--- src/rtl/match_scheduler.sv ---
// match_scheduler: walks a batch of words held in the input SRAM through one
// vocabulary matcher instance. Each word gets a one-cycle matcher reset, a run
// phase bounded by a timeout, and one result pushed out over valid/ready.
//
// Result handshake: res_valid rises when a result is latched and every res_*
// field stays frozen until the cycle res_valid && res_ready is seen on a rising
// clk edge; res_valid drops on the following cycle. res_valid never waits on
// res_ready, and res_ready may toggle freely while res_valid is low.
module match_scheduler #(
  parameter int ADDR_WIDTH     = 4,
  parameter int MAX_WORDS      = 8,
  parameter int TIMEOUT_CYCLES = 64,
  localparam int CW = $clog2(MAX_WORDS + 1),
  localparam int IW = (MAX_WORDS > 1) ? $clog2(MAX_WORDS) : 1,
  localparam int TW = $clog2(TIMEOUT_CYCLES + 1)
) (
  input  logic                  clk,
  input  logic                  rst,
  input  logic                  start,
  input  logic [CW-1:0]         word_count,
  input  logic [ADDR_WIDTH-1:0] word_base_addr,
  input  logic [ADDR_WIDTH-1:0] word_stride,
  output logic                  m_rst_n,
  output logic                  m_cs,
  output logic [ADDR_WIDTH-1:0] m_input_start_addr,
  input  logic                  m_found,
  input  logic                  m_done,
  input  logic [ADDR_WIDTH-1:0] m_vocab_addr,
  output logic                  res_valid,
  input  logic                  res_ready,
  output logic [IW-1:0]         res_word_idx,
  output logic                  res_found,
  output logic [ADDR_WIDTH-1:0] res_vocab_addr,
  output logic                  res_timeout,
  output logic [CW-1:0]         found_count,
  output logic                  busy,
  output logic                  done,
  output logic [2:0]            dbg_state
);

  typedef enum logic [2:0] {
    S_IDLE   = 3'd0,
    S_CLEAR  = 3'd1,
    S_RUN    = 3'd2,
    S_EMIT   = 3'd3,
    S_FINISH = 3'd4
  } state_t;

  state_t                state;
  logic [CW-1:0]         count_q;
  logic [ADDR_WIDTH-1:0] stride_q;
  logic [TW-1:0]         tmr_q;
  logic [CW-1:0]         count_clamped;

  assign dbg_state = state;

  // Oversized batches are truncated to the largest supported word count.
  always_comb begin
    count_clamped = word_count;
    if (word_count > CW'(MAX_WORDS)) count_clamped = CW'(MAX_WORDS);
  end

  // Batch sequencer; every output is a register updated on state transitions
  // so that matcher controls line up exactly with the state they belong to.
  always_ff @(posedge clk) begin
    if (rst) begin
      state              <= S_IDLE;
      count_q            <= '0;
      stride_q           <= '0;
      tmr_q              <= '0;
      m_rst_n            <= 1'b0;
      m_cs               <= 1'b0;
      m_input_start_addr <= '0;
      res_valid          <= 1'b0;
      res_word_idx       <= '0;
      res_found          <= 1'b0;
      res_vocab_addr     <= '0;
      res_timeout        <= 1'b0;
      found_count        <= '0;
      busy               <= 1'b0;
      done               <= 1'b0;
    end else begin
      case (state)
        S_IDLE: begin
          m_rst_n <= 1'b1;
          m_cs    <= 1'b0;
          done    <= 1'b0;
          busy    <= 1'b0;
          if (start) begin
            busy        <= 1'b1;
            found_count <= '0;
            if (word_count == '0) begin
              // Empty batch: nothing to run, just signal completion.
              done  <= 1'b1;
              state <= S_FINISH;
            end else begin
              count_q            <= count_clamped;
              stride_q           <= word_stride;
              res_word_idx       <= '0;
              m_input_start_addr <= word_base_addr;
              m_rst_n            <= 1'b0;
              state              <= S_CLEAR;
            end
          end
        end

        S_CLEAR: begin
          tmr_q   <= '0;
          m_rst_n <= 1'b1;
          m_cs    <= 1'b1;
          state   <= S_RUN;
        end

        S_RUN: begin
          tmr_q <= tmr_q + TW'(1);
          // A done on the final allowed cycle still counts as a real result.
          if (m_done) begin
            res_found      <= m_found;
            res_timeout    <= 1'b0;
            res_vocab_addr <= m_found ? m_vocab_addr : '0;
            if (m_found) found_count <= found_count + CW'(1);
            m_cs      <= 1'b0;
            res_valid <= 1'b1;
            state     <= S_EMIT;
          end else if (tmr_q == TW'(TIMEOUT_CYCLES - 1)) begin
            res_found      <= 1'b0;
            res_timeout    <= 1'b1;
            res_vocab_addr <= '0;
            m_cs      <= 1'b0;
            res_valid <= 1'b1;
            state     <= S_EMIT;
          end
        end

        S_EMIT: begin
          if (res_ready) begin
            res_valid <= 1'b0;
            if (CW'(res_word_idx) == count_q - CW'(1)) begin
              done  <= 1'b1;
              state <= S_FINISH;
            end else begin
              // Address arithmetic wraps modulo the SRAM size on purpose.
              res_word_idx       <= res_word_idx + IW'(1);
              m_input_start_addr <= m_input_start_addr + stride_q;
              m_rst_n            <= 1'b0;
              state              <= S_CLEAR;
            end
          end
        end

        S_FINISH: begin
          done  <= 1'b0;
          busy  <= 1'b0;
          state <= S_IDLE;
        end

        default: begin
          state <= S_IDLE;
        end
      endcase
    end
  end

endmodule

--- config.mk ---
export PLATFORM = sky130hd
export DESIGN_NAME = match_scheduler
export DESIGN_NICKNAME = d
export VERILOG_FILES = /design/src/rtl/match_scheduler.sv
export SDC_FILE = /design/constraint.sdc
export NUM_CORES = 1
export LEC_CHECK = 0
export ABC_AREA = 1
export BUFFER_PORTS_ARGS = -buffer_cell sky130_fd_sc_hd__buf_4
export CAP_MARGIN = 20
export CORE_ASPECT_RATIO = 0.8
export CORE_MARGIN = 1
export CORE_UTILIZATION = 50
export CTS_BUF_LIST = sky130_fd_sc_hd__clkbuf_8
export DETAILED_ROUTE_END_ITERATION = 8
export GPL_TIMING_DRIVEN = 0
export HOLD_SLACK_MARGIN = 0.06
export PLACE_DENSITY = 0.78
export SYNTH_ARGS = -nofsm -noshare
export SYNTH_HDL_FRONTEND = slang
export SYNTH_SLANG_ARGS = --single-unit
export TNS_END_PERCENT = 50
--- constraint.sdc ---
create_clock -name clk -period 1.46 [get_ports clk]
set_input_delay 0.292 -clock clk [delete_from_list [all_inputs] [get_ports clk]]
set_output_delay 0.292 -clock clk [all_outputs]
set_load 0.005 [all_outputs]
### Word level (Yosys, flattened, before mapping)

Index checks and enable logic that the tools add are counted.

| word-level totals | value |
|---|---|
| output and inout bits | 25 |
| memory bits (read-only) | 0 |
| bits in registers | 40 |
| memory bits (writable) | 0 |
| bits of input ports | 22 |
| logic and storage cells | 102 |
| memories | 0 |
| latch bits | 0 |

| cells by class | value |
|---|---|
| add/sub/neg operators | 5 |
| equality and inequality tests | 14 |
| bitwise logic cells | 1 |
| multipliers | 0 |
| multiplexer cells | 46 |
| shift operators | 0 |
| reductions and logical operators | 20 |
| order comparisons | 1 |
| divide/modulo/power cells | 0 |

Operators by type and width:

| kind | count |
|---|---|
| 4-bit two-way mux | 11 |
| 3-bit two-way mux | 10 |
| 4-bit one-hot mux with 2 select lines | 2 |
| 1-bit two-way mux | 15 |
| 3-bit AND reduction | 5 |
| 2-bit inequality test, second input constant | 7 |
| 7-bit one-hot mux with 2 select lines | 1 |
| 3-bit one-hot mux with 4 select lines | 1 |
| 2-bit nonzero test | 6 |
| 1-bit one-hot mux with 3 select lines | 3 |
| 3-bit nonzero test | 3 |
| 7-bit by 1-bit adder with 7-bit output, second input constant | 1 |
| 7-bit by 6-bit == test with 1-bit output, second input constant | 1 |
| 3-bit by 2-bit == test with 1-bit output, second input constant | 2 |
| 3-bit one-hot mux with 2 select lines | 1 |
| 5-bit AND reduction | 1 |
| 4-bit by 1-bit adder with 4-bit output, second input constant | 1 |
| 4-bit adder | 1 |
| 3-bit by 4-bit == test with 1-bit output | 1 |
| 4-bit greater-than comparator, second input constant | 1 |
| 4-bit logical NOT | 1 |
| 1-bit one-hot mux with 2 select lines | 2 |
| 2-bit AND reduction | 2 |
| 4-bit AND reduction | 1 |
| 7 further kinds | 7 |

### Longest topological paths before layout

Gate-level depths: netlist of the first run.

| depth | value |
|---|---|
| depth in word-level cells | 5 |
| mapped depth | 13 |
| depth with buffers taken out | 12 |

### Worst setup path before layout of the first run

OpenSTA, ideal clock, no wires.

| path | value |
|---|---|
| path kind | register to register |
| from | reg count_q[0] |
| to | reg m_input_start_addr[3] |
| data required time | 1,347 ps |
| period minus slack after synthesis | 1,621 ps |
| buffers on the path | 1 |
| arrival | 1,508 ps |
| cell stages (with the launch flop) | 13 |
| slack | -161 ps |
| library setup time | 113 ps |
| cell sequence | dfxtp_1 inv_1 ha_1 inv_1 nand2_1 nand2_1 nor2_1 nand4_2 nand3_2 buf_6 nand2_2 nand2_1 nor2_1 |

| on the way | value |
|---|---|
| cells in the longest elaborated chain, start to end | 4 |

RTL lines:

| element | RTL line | RTL |
|---|---|---|
| start: declaration | 50 | `logic [CW-1:0] count_q;` |
| start signal: assignment | 97 | `count_q <= count_clamped;` |
| 4-bit by 1-bit subtractor with 4-bit output | 138 | `if (CW'(res_word_idx) == count_q - CW'(1)) begin` |
| 3-bit by 4-bit == test with 1-bit output | 138 |  |
| 2-bit inequality test (no source line) | n/a |  |
| 5-bit AND reduction (no source line) | n/a |  |
| end signal: assignment | 100 | `m_input_start_addr <= word_base_addr;` |
| end signal: assignment | 144 | `m_input_start_addr <= m_input_start_addr + stride_q;` |
| end: declaration | 25 | `output logic [ADDR_WIDTH-1:0] m_input_start_addr,` |

No other way between the ends.
A chain may end at the register's enable or synchronous reset.

### Final worst setup path of the first run

| path | value |
|---|---|
| from | reg count_q[0] |
| to | reg m_input_start_addr[1] |

The elaborated chain is that of the path after synthesis.

==> summary.txt, run 1 <==
Worst setup path
  • CP arrival: 1760 ps
  • Critical Path Start Type: register
  • CP Max Fanout: 5
  • Setup CP Type: register to register
  • Worst EP required: 1640 ps
  • Crit end category: register

Detailed routing
  • Residual DRC: 0
  • Drt initial violations: 153
  • Total Routed Length: 5.49 mm
  • Via/cell ratio: 5.10
  • Vias: 2184
  • Drt wl/cell: 12.8 um
  • Post-route ant nets: 0
  • TritonRoute pass-1 iters: 4

Clock network
  • CTS tree: yes
  • Longest Clk Path Bufs: 2
  • CTS Buf Count: 5
  • Clock slew at the register clock pins of the worst setup and hold paths: 70 ps
  • # hold bufs at CTS: 0
  • Clock Sinks: 40
  • Root Driver: clkbuf_8
  • # H-tree levels: 2
  • Worst-Skew Late Latency: 290 ps

Finish
  • Fillers: 319
  • Layout cells sized above 1: 0.357
  • NumNets Final: 405
  • Final core utilization: 0.746
  • Diode count: 0
  • Layout area overhead: 39.3%
  • Non-Filler Instances: 428

STA
  • Slew HR: 0.630
  • Least-Margin Pin Slew: 556 ps
  • Setup-failing EPs final: 11
  • Setup tns final: -680 ps
  • Final period util: 1.08
  • RSZ-0062 raised after global routing: true
  • Fmax: 635 MHz
  • Fin. max-slew vios: 0
  • WHS: 195 ps
  • Setup Skew: 7.96 ps
  • Final worst slack: -116 ps
  • Min cycle time layout: 1580 ps
  • Hold Vio Cnt, Final: 0

Power
  • Pwr Density: 1800 nW/um2
  • IR drop worst, VDD: 859 uV
  • Static leakage: 1.36 nW

Die
  • Core ar.: 3900 um2
  • Initial Util: 0.536
  • IO Pins: 47
  • Die area: 4450 um2
  • FP Rows: 20
  • Die W: 74.3 um
  • Die H: 59.8 um

Logic synthesis
  • Top post-synthesis cells by area: dfxtp_1 (38%), nand2_1 (14%), inv_1 (7.4%), nor2_1 (6.8%), a21oi_1 (6.2%)
  • Mean Syn Cell Area: 6.81 um2
  • Cell count after synthesis: 307
  • Synth warn: 0
  • Register bit count reported by yosys: 40
  • Sequential area share after synthesis: 0.383
  • Syn Nets: 337
  • Library cells used by synthesis: 28
  • Yosys top cell by area: dfxtp_1
  • Area share of the largest cell type after synthesis: 0.383
  • Mapped Area: 2090 um2

Placed design
  • IO Port Bufs: 46
  • DP Wirelength: 3.71 mm
  • Placed Cells: 408
  • GPL Wtd Cong: 0.846

GRT
  • Grt total ovfl: 0
  • First-pass GRT wire length: 8.42 mm
  • Antenna violations before repair: 0
  • Largest net degree at the start of global routing: 11
  • Vias in the first global route: 1874
  • GRT Total Usage: 0.253

Run status
  • Failing checks: setup timing
  • Outcome: finished, violations left

Flow run
  • Max-cap violations: 0

Worst hold path
  • Worst min path class: primary input to register
## placed cells by master (no fill, tap or decap), types with 6 or more instances in the layout
cell type | netlist | routed
a21oi_1 | 26 | 24
buf_4 | 0 | 59
dfxtp_1 | 40 | 30
dfxtp_2 | 0 | 6
inv_1 | 41 | 35
inv_2 | 5 | 10
nand2_1 | 79 | 70
nand2_2 | 9 | 15
nand3_1 | 15 | 13
nor2_1 | 38 | 31
nor2_4 | 2 | 6
o21ai_0 | 15 | 12
## logic make-up (layout without fill, tap and decap cells)
logic type	count (synthesis)	count (layout)	share of synthesized area
AOI/OAI and AO/OA	48	48	0.123
DFF	40	40	0.383
buffers and inverters	53	119	0.104
adders and majority gates	8	8	0.0515
xor gates and xnor gates	3	3	0.0126
and+or+nand+nor	155	155	0.326
## report_power, final
part	switching [W]	internal, W
registers	0.000269	0.00138
clock network	0.000345	0.000308
logic	0.00162	0.00134
total	0.00223	0.00303
## stage by stage
stage                     setup slack, ps  cell area [um2]  total power, W
after floorplan                     -59.9             2120         0.00314
after global placement               -292             2530         0.00377
after detailed placement             -311             2530         0.00383
after CTS                            -103             2750         0.00484
after global routing                 -172             2910         0.00569
final                                -116             2910         0.00526
## path summary, 6_finish.rpt
check                    startpoint               endpoint  slack, ps  cells after the start
setup reg to reg         count_q[0]  m_input_start_addr[1]       -120                     12
hold reg to reg   res_vocab_addr[0]      res_vocab_addr[0]        460                      2
hold / removal                  rst           dbg_state[2]        200                      2
setup / recovery         count_q[0]  m_input_start_addr[1]       -120                     12
## registers in the layout, indices dropped and copies added (netlist names)
| register | count |
|---|---|
| res_valid | 1 |
| found_count | 4 |
| res_found | 1 |
| m_cs | 1 |
| done | 1 |
| res_word_idx | 3 |
| busy | 1 |
| m_rst_n | 1 |
| m_input_start_addr | 4 |
| stride_q | 4 |
| tmr_q | 7 |
| res_vocab_addr | 4 |
| count_q | 4 |
| dbg_state | 3 |
| res_timeout | 1 |
## metal layers
metal,share of wire,up-vias,GRT usage
met4,0.011,0,0.0728
met5,0,-,0
met1,0.49,1000,0.364
met3,0.046,8,0.0540
met2,0.45,73,0.381
li1,-,1103,-
## area by class of cell
type                       count  area [um2]  area share
inverter                      47         181      0.0623
clock buffer                   5        68.8      0.0236
tap                           55        68.8      0.0236
buffer                         6        52.6      0.0180
multi-input combinational    214        1240       0.424
sequential                    40         823       0.283
timing repair buffer          61         482       0.165
## cells in the mapped netlist, drive strengths merged
master	count
inv	47
clkbuf	3
nor2	42
a21oi	26
xor2	2
xnor2	1
nand4	6
a31oi	2
nor3	2
dfxtp	40
nand3	16
o21ai	15
nand2	89
fa	1
a22oi	1
ha	7
buf	3
a211oi	2
a221oi	2
## critical path: stages (launching register included)
cell	delay, ps
dfxtp_2	340
inv_2	50
ha_4	260
inv_2	30
nand2_2	60
nand2_2	60
nor2_4	140
nand4_4	120
nand3_4	130
buf_8	140
nand2_2	40
nand2_1	60
nor2_1	40
## what timing repair did
action / CTS / global route
cloned: 1 / 0
endpoints found under the setup margin: 31 / 35
setup buffers: 7 / 7
gates resized for setup: 27 / 35
pin swaps: 6 / 11
Note: power is estimated with default switching activity, not from simulation.
==> run 2, diff against run 1 <==
--- a/config.mk
+++ b/config.mk
@@ -19,4 +19,3 @@
 export SYNTH_ARGS = -nofsm -noshare
 export SYNTH_HDL_FRONTEND = slang
 export SYNTH_SLANG_ARGS = --single-unit
-export TNS_END_PERCENT = 50
==> summary.txt, run 2 (synthesized netlist as in run 1, its figures left out) <==
Finish
  • Commonest non-fill, non-tap cell in the layout: nand2_1
  • Register Area: 822 um2
  • Non-Filler Instances: 428
  • Layout area overhead: 40.0%
  • Fillers: 299
  • NumNets Final: 402
  • Diode count: 0
  • Multi-input gate area: 1260 um2
  • Most frequent cells in the layout: nand2_1 (67), buf_4 (58), inv_1 (34), dfxtp_1 (31), nor2_1 (29)
  • Layout cells sized above 1: 0.381
  • Number of flip-flops in the largest register: 7
  • Largest Register: tmr_q

Clock network
  • Worst-Skew Late Latency: 290 ps
  • Clock Sinks: 40
  • Clock slew at the register clock pins of the worst setup and hold paths: 80 ps
  • CTS Buf Count: 5
  • # H-tree levels: 2
  • Root Driver: clkbuf_8
  • # hold bufs at CTS: 0
  • CTS tree: yes
  • Longest Clk Path Bufs: 2

Worst setup path
  • R2R setup slack: -110 ps
  • Worst EP required: 1650 ps
  • Crit path max-delay family: simple AND/OR/NAND/NOR gates
  • Slowest cell delay on critical path: 360 ps
  • Setup CP Type: register to register
  • Slowest CP cell: dfxtp_2
  • CP Max Fanout: 5
  • CP Buf/Inv Count: 3
  • CP arrival: 1760 ps
  • Critical Path Start Type: register
  • Crit-path most repeated cell: nand2_2
  • Worst r2r src: count_q[0]
  • Crit path cell chain: inv_4, ha_4, inv_2, nand2_2, nand2_2, nor2_4, nand4_4, nand3_4, buf_8, nand2_4, nand2_2, nor2_2
  • Beginning of the critical path: count_q[0]
  • Crit end category: register

Power
  • Logic pwr share: 0.547
  • Pwr Density: 1810 nW/um2
  • Static leakage: 1.35 nW
  • Sequential fraction of design power: 0.311
  • IR drop worst, VDD: 1200 uV
  • Clock share of power: 0.142
  • Sw power: 0.00229 W
  • Switching part of the total: 0.432
  • Power Total: 0.00531 W
  • P_int: 0.00302 W

Die
  • Initial Util: 0.536
  • Core ar.: 3900 um2
  • Die H: 59.8 um
  • Die area: 4450 um2
  • IO Pins: 47
  • FP Rows: 20
  • Die W: 74.3 um

Flow run
  • Max-cap violations: 0

GRT
  • Antenna violations before repair: 0
  • GRT Total Usage: 0.262
  • First-pass GRT wire length: 8.72 mm
  • Largest net degree at the start of global routing: 12
  • Grt total ovfl: 0
  • Vias in the first global route: 1993

STA
  • Final period util: 1.07
  • Slew HR: 0.558
  • WHS: 188 ps
  • Min cycle time layout: 1570 ps
  • Least-Margin Pin Slew: 663 ps
  • Final worst slack: -108 ps
  • Hold Vio Cnt, Final: 0
  • RSZ-0062 raised after global routing: true
  • Setup tns final: -776 ps
  • Setup Skew: 5.93 ps
  • Setup-failing EPs final: 10
  • Fin. max-slew vios: 0
  • Fmax: 638 MHz

Detailed routing
  • TritonRoute pass-1 iters: 4
  • Via/cell ratio: 5.07
  • Vias: 2172
  • Residual DRC: 0
  • Drt wl/cell: 12.9 um
  • Post-route ant nets: 0
  • Total Routed Length: 5.54 mm
  • Drt initial violations: 227

Placed design
  • GPL Wtd Cong: 0.810
  • DP Wirelength: 3.67 mm
  • Worst slack, placed: -304 ps
  • Placed Cells: 408
  • IO Port Bufs: 46

Run status
  • Outcome: finished, violations left
  • Failing checks: setup timing

Worst hold path
  • Worst min path class: primary input to register
  • Hold_sp: rst
[run 2: changes by cell type in the layout (fill, tap and decap cells not counted), moves of 2 or more]
cell / change
a21oi_1: -2
nand2_2: +3
nand2_1: -3
nor2_1: -2
nor2_2: +2
a21oi_2: +2
inv_2: +2
buf_6: -2
[run 2: path summary, 6_finish.rpt]
check / to / cells past startpoint
setup / recovery: m_input_start_addr[1] / 12
hold / removal: dbg_state[2] / 2
setup reg to reg: m_input_start_addr[1] / 12
hold reg to reg: res_vocab_addr[3] / 2
[run 2: what timing repair did]
| item | CTS | global route |
|---|---|---|
| setup buffers | 10 | 1 |
| gates cloned | 1 | 0 |
| resized for setup | 25 | 47 |
| pin swaps | 6 | 13 |
| setup endpoints to repair | 30 | 32 |
[run 2: power groups by stage]
stage | clock, W | combinational (W) | sequential (W)
global route | 0.000808 | 0.00319 | 0.00168
global placement | 0 | 0.00218 | 0.00159
detailed placement | 0 | 0.00223 | 0.00160
floorplan | 0 | 0.00157 | 0.00156
CTS | 0.000761 | 0.00264 | 0.00160
finish | 0.000753 | 0.00290 | 0.00165
[run 2: area by class of cell]
type	instances	area share
sequential	40	0.281
clock buffer	6	0.0282
clock inverter	2	0.00256
buffer	6	0.0158
tap	55	0.0235
inverter	47	0.0628
timing repair buffer	58	0.156
multi-input combinational	214	0.431
[run 2: per-stage QoR]
step / utilization / area (um2)
2_1_floorplan: - / 2120
3_3_place_gp: 0.648 / 2530
3_5_place_dp: 0.648 / 2530
4_1_cts: 0.714 / 2790
5_1_grt: 0.750 / 2930
6_report: 0.750 / 2930
[run 2: routing by layer]
metal / wire, um / up-vias / share of wire / GRT usage
li1: - / 1108 / - / -
met1: 2570 / 986 / 0.46 / 0.369
met2: 2580 / 72 / 0.47 / 0.406
met3: 350 / 6 / 0.063 / 0.0506
met4: 41 / 0 / 0.0074 / 0.0809
met5: 0 / - / 0 / 0
